$ cat config.mk
export PLATFORM = sky130hd
export DESIGN_NAME = mips_multicycle_control
export DESIGN_NICKNAME = d
export VERILOG_FILES = /design/src/rtl/mips_multicycle_control.sv
export SDC_FILE = /design/constraint.sdc
export NUM_CORES = 1
export LEC_CHECK = 0
export ABC_CLOCK_PERIOD_IN_PS = 2200
export CORE_ASPECT_RATIO = 0.6
export CORE_MARGIN = 8
export CORE_UTILIZATION = 47
export DETAILED_ROUTE_END_ITERATION = 16
export GPL_TIMING_DRIVEN = 0
export HOLD_SLACK_MARGIN = 0.08
export PLACE_DENSITY = 0.8
export RECOVER_POWER = 25
export SETUP_SLACK_MARGIN = 0.5
export SLEW_MARGIN = 20
export SYNTH_ARGS = -nofsm -noshare
export SYNTH_HDL_FRONTEND = slang
export SYNTH_SLANG_ARGS = --single-unit
$ cat constraint.sdc
create_clock -name clk -period 2.2 [get_ports clk]
set_input_delay 0.44 -clock clk [delete_from_list [all_inputs] [get_ports clk]]
set_output_delay 0.44 -clock clk [all_outputs]
set_load 0.1 [all_outputs]
$ cat src/rtl/mips_multicycle_control.sv
// Moore control FSM for the multi-cycle MIPS datapath.
// Sequences fetch/decode/execute/memory/write-back with a memory ready handshake.
module mips_multicycle_control #(
   parameter int CNT_WIDTH = 32,
   parameter bit EN_ADDI   = 1'b1,
   parameter bit EN_BNE    = 1'b1,
   parameter bit MEM_WAIT  = 1'b1
) (
   input  logic                 clk,
   input  logic                 rst,
   input  logic [5:0]           opcode,
   input  logic                 mem_ready,
   output logic                 pc_write,
   output logic                 pc_write_cond,
   output logic                 branch_ne,
   output logic                 i_or_d,
   output logic                 mem_read,
   output logic                 mem_write,
   output logic                 ir_write,
   output logic                 mem_to_reg,
   output logic                 reg_dst,
   output logic                 reg_write,
   output logic                 alu_src_a,
   output logic [1:0]           alu_src_b,
   output logic [1:0]           alu_op,
   output logic [1:0]           pc_source,
   output logic [3:0]           state,
   output logic [CNT_WIDTH-1:0] retired,
   output logic                 illegal
);

   localparam logic [5:0] opR    = 6'h00;
   localparam logic [5:0] opJ    = 6'h02;
   localparam logic [5:0] opBeq  = 6'h04;
   localparam logic [5:0] opBne  = 6'h05;
   localparam logic [5:0] opAddi = 6'h08;
   localparam logic [5:0] opLw   = 6'h23;
   localparam logic [5:0] opSw   = 6'h2B;

   typedef enum logic [3:0] {
      Fetch    = 4'd0,
      Decode   = 4'd1,
      MemAddr  = 4'd2,
      MemRd    = 4'd3,
      MemWb    = 4'd4,
      MemWr    = 4'd5,
      Exec     = 4'd6,
      RWb      = 4'd7,
      Branch   = 4'd8,
      Jump     = 4'd9,
      AddiExec = 4'd10,
      AddiWb   = 4'd11,
      Trap     = 4'd12
   } stateT;

   stateT curState;
   stateT nextState;
   logic  rdy;
   logic  retire;

   assign rdy   = mem_ready | ~MEM_WAIT;
   assign state = curState;

   // State register; reset aborts any instruction immediately.
   always_ff @(posedge clk or posedge rst) begin
      if (rst) curState <= Fetch;
      else     curState <= nextState;
   end

   // Next-state logic.
   always_comb begin
      nextState = Fetch;
      case (curState)
         Fetch:    nextState = rdy ? Decode : Fetch;
         Decode: begin
            case (opcode)
               opLw, opSw: nextState = MemAddr;
               opR:        nextState = Exec;
               opBeq:      nextState = Branch;
               opBne:      nextState = EN_BNE ? Branch : Trap;
               opJ:        nextState = Jump;
               opAddi:     nextState = EN_ADDI ? AddiExec : Trap;
               default:    nextState = Trap;
            endcase
         end
         MemAddr:  nextState = (opcode == opLw) ? MemRd : MemWr;
         MemRd:    nextState = rdy ? MemWb : MemRd;
         MemWb:    nextState = Fetch;
         MemWr:    nextState = rdy ? Fetch : MemWr;
         Exec:     nextState = RWb;
         RWb:      nextState = Fetch;
         Branch:   nextState = Fetch;
         Jump:     nextState = Fetch;
         AddiExec: nextState = AddiWb;
         AddiWb:   nextState = Fetch;
         Trap:     nextState = Trap;
         default:  nextState = Fetch;
      endcase
   end

   // Moore outputs; everything held low while reset is asserted.
   always_comb begin
      pc_write      = 1'b0;
      pc_write_cond = 1'b0;
      branch_ne     = 1'b0;
      i_or_d        = 1'b0;
      mem_read      = 1'b0;
      mem_write     = 1'b0;
      ir_write      = 1'b0;
      mem_to_reg    = 1'b0;
      reg_dst       = 1'b0;
      reg_write     = 1'b0;
      alu_src_a     = 1'b0;
      alu_src_b     = 2'b00;
      alu_op        = 2'b00;
      pc_source     = 2'b00;
      illegal       = 1'b0;
      if (!rst) begin
         case (curState)
            Fetch: begin
               mem_read  = 1'b1;
               alu_src_b = 2'b01;
               ir_write  = rdy;
               pc_write  = rdy;
            end
            Decode:   alu_src_b = 2'b11;
            MemAddr: begin
               alu_src_a = 1'b1;
               alu_src_b = 2'b10;
            end
            MemRd: begin
               mem_read = 1'b1;
               i_or_d   = 1'b1;
            end
            MemWb: begin
               reg_write  = 1'b1;
               mem_to_reg = 1'b1;
            end
            MemWr: begin
               mem_write = 1'b1;
               i_or_d    = 1'b1;
            end
            Exec: begin
               alu_src_a = 1'b1;
               alu_op    = 2'b10;
            end
            RWb: begin
               reg_write = 1'b1;
               reg_dst   = 1'b1;
            end
            Branch: begin
               alu_src_a     = 1'b1;
               alu_op        = 2'b01;
               pc_source     = 2'b01;
               pc_write_cond = 1'b1;
               branch_ne     = (opcode == opBne);
            end
            Jump: begin
               pc_source = 2'b10;
               pc_write  = 1'b1;
            end
            AddiExec: begin
               alu_src_a = 1'b1;
               alu_src_b = 2'b10;
            end
            AddiWb:   reg_write = 1'b1;
            Trap:     illegal = 1'b1;
            default:  illegal = 1'b0;
         endcase
      end
   end

   // An instruction retires on its final transition back to FETCH.
   always_comb begin
      retire = (nextState == Fetch) &&
               (curState inside {MemWb, MemWr, RWb, Branch, Jump, AddiWb});
   end

   // Retired-instruction counter, wraps naturally.
   always_ff @(posedge clk or posedge rst) begin
      if (rst)         retired <= '0;
      else if (retire) retired <= retired + CNT_WIDTH'(1);
   end

endmodule

==> results.toml <==
[outcome]
outcome = "complete, but fails checks"
violations = "setup timing"

[synthesis]
netlist_top_cells_area = "dfrtp_1, xnor2_1, xor2_1"
ys_warn_count = 0
yosys.area.top_type_share_pct = 42.76
synth_nets = 219
synthCells = 209
synth_edf_count = 0
async_flop_share_pct = 100.0
ys.flop_type = "dfrtp_1"
yosys.area.top_type = "dfrtp_1"
syn_avg_cell_area_um2 = 10.08
ys_seq_elements = 36
synth_area_um2 = 2107
synth.distinct_cells = 50
seq_area_frac_synth_pct = 42.76

[final_layout]
stdcell_count = 388
syn_to_final_growth_pct = 93.29
final_area_um2 = 4073
nNetsFinal = 334
drive_above_1_share_pct = 71.38
fill_cells = 144
n_antenna_cell = 0

[floorplan]
die_w_um = 102.4
num_io_pins = 63
initial_core_util_pct = 47.40
die_h_um = 67.87
row_count = 19
core-area_um2 = 4446
die_area_um2 = 6952

[timing]
layout_min_cycle_time_ns = 2.349
rsz0062_at_grt = "yes"
tightestPinTransition_ns = 0.7558
fmax_mhz = 425.8
hold_violations = 0
slew_headroom_pct = 49.54
setup_viol = 26
worst_slack_ns = -0.1486
timing.final.crit_share_pct = 106.8
slew_viol_final = 0
skew_ns = 0.01793

[placement]
dp_slack_ns = -1.243
dp_hpwl_um = 4620
place.gp.congestion = 0.8915
dp.cells = 333
dpl-instance-area_um2 = 3137
portBuffers = 61

[critical_path]
critPathTopFamily = "simple AND/OR/NAND/NOR gates"
crit_slowest_cell = "dfrtp_4"
reg2reg_from = "state[2]$_DFF_PP0_"
cp.arrival_ns = 1.91
criticalPathCategory = "register to primary output"
cp.required_ns = 1.76
cpPeakStageDelay_ns = 0.51
r2r_cells = 10
cp_num_buf_inv = 3
r2r_slack_ns = -0.11
cp_max_fo = 5
cp_cell_sequence = "buf_8 > clkbuf_16 > nor2_4 > and3_4 > and4bb_4 > buf_12"
worst_setup_path_end_kind = "primary output"
cp.depth = 6
cp-start-kind = "register"
crit_start = "state[2]$_DFF_PP0_"
cp-endpoint = "branch_ne"
r2r-end = "retired[1]$_DFFE_PP0P_"

[routing]
ant_nets = 0
via_count = 2506
wl_per_cell_um = 28.06
viasPerCell = 6.459
first_iter_violations = 201
firstDrtPassIters = 5
drc = 0
wl_um = 10890

[clock_tree]
clk_pin_slew_worst_paths_ns = 0.09
htreeDepth = 2
clk_latency_ns = 0.31
cts_made_buffers = 5
cts_tree = "yes"
hold_buffers = 0
clockRootBuffer = "clkbuf_8"
clock_sinks = 36
cts_max_path_buffers = 2

[grt]
track_usage_pct = 26.70
antenna_found_initial = 0
overflow = 0
grt_pass1_vias = 2358
grt_pass1_wl_um = 13660
grt_max_degree = 37

[run]
drv_cap = 0

[pwr]
p_per_area_nw_per_um2 = 1268
ir_worst_vdd_v = 0.0009422
power_leakage_nw = 1.790

[min_path]
hp-start = "retired[31]$_DFFE_PP0P_"
hold_class = "register to register"
[cell families (layout without fill, tap and decap cells)]
family	count (synthesis)	after routing	synth area share, %
buffers and inverters	13	129	4.453
flip-flops	36	36	42.76
multiplexers	1	1	0.5344
adder cells (fa/ha/maj)	1	1	0.5937
XOR/XNOR	34	34	14.13
AND/OR/NAND/NOR	108	108	31.77
AO/OA/AOI/OAI	16	16	5.761
[flip-flops by register name (all words and copies together), names as in the netlist]
signal and cells:
retired 32, state 4
[power breakdown]
| group | total (mW) | internal, mW | switching [mW] |
|---|---|---|---|
| combinational | 3.78 | 1.58 | 2.20 |
| sequential | 0.907 | 0.777 | 0.131 |
| clock | 0.477 | 0.223 | 0.255 |
[per-layer routing]
metal	vias to the layer above	track usage [%]	share of wire, %
li1	977	-	-
met1	1225	33.80	38
met2	228	40.50	44
met3	76	6.396	11
met4	0	17.79	7.2
met5	-	0	0
[synthesized netlist by cell type (all sizes together) (3+ instances only)]
master   n
and2     7
and3    15
and4     8
buf      7
clkbuf   4
dfrtp   36
nand2   15
nand2b   3
nand3   16
nand3b   3
nand4   10
nor2    16
nor3     3
or3      3
xnor2   24
xor2    10
[cell usage in the layout, fill, tap and decap left out, drive strengths merged, types with 2 or more instances in the layout]
cell type | netlist | final
dlygate4sd2 | 0 | 2
nand2b | 3 | 3
and2 | 7 | 7
o21ai | 2 | 2
a21oi | 2 | 2
dfrtp | 36 | 36
nor4 | 2 | 2
inv | 2 | 2
nand3 | 16 | 16
xnor2 | 24 | 24
or3 | 3 | 3
nand3b | 3 | 3
nand2 | 15 | 15
a31oi | 2 | 2
clkbuf | 4 | 13
clkdlybuf4s15 | 0 | 5
and3 | 15 | 15
nor2 | 16 | 16
buf | 7 | 105
nor3 | 3 | 3
nand4 | 10 | 10
and4 | 8 | 8
xor2 | 10 | 10
[stage by stage]
step           total power, mW  hold slack [ns]  setup TNS (ns)  utilization (%)
6_report                 5.165           0.4812          -1.150            91.61
5_1_grt                  5.255           0.4874          -2.015            91.61
4_1_cts                  4.577           0.4825        -0.07187            86.74
3_5_place_dp             3.207           0.4662          -22.20            70.56
3_3_place_gp             3.174           0.4624          -20.75            70.56
2_1_floorplan            2.734           0.6539          -1.671                -
[worst min-delay path by stage]
stage               cells after the start  slack, ns                      end
finish                                  1       0.48  retired[31]$_DFFE_PP0P_
global route                            1       0.49  retired[31]$_DFFE_PP0P_
CTS                                     1       0.48  retired[31]$_DFFE_PP0P_
detailed placement                      1       0.47  retired[31]$_DFFE_PP0P_
global placement                        1       0.46  retired[31]$_DFFE_PP0P_
floorplan                               2       0.65       state[3]$_DFF_PP0_
[final cells by class]
| class | count | area, um^2 | share of cell area [%] |
|---|---|---|---|
| clock inverter | 1 | 5.005 | 0.1229 |
| inverter | 2 | 10.01 | 0.2458 |
| tap | 63 | 78.83 | 1.935 |
| sequential | 36 | 993.5 | 24.39 |
| buffer | 11 | 178.9 | 4.393 |
| clock buffer | 7 | 76.32 | 1.874 |
| multi-input combinational | 160 | 1627 | 39.94 |
| timing repair buffer | 108 | 1104 | 27.10 |
[repair_timing]
| action | 4_1_cts | 5_1_grt |
|---|---|---|
| hold endpoints to repair | 0 | 0 |
| gates resized for setup | 408 | 36 |
| buffers inserted | 31 | 14 |
| pin swaps | 48 | 36 |
| endpoints found under the setup margin | 87 | 59 |
| cloned | 2 | 0 |
(Power assumes the default switching activity.)
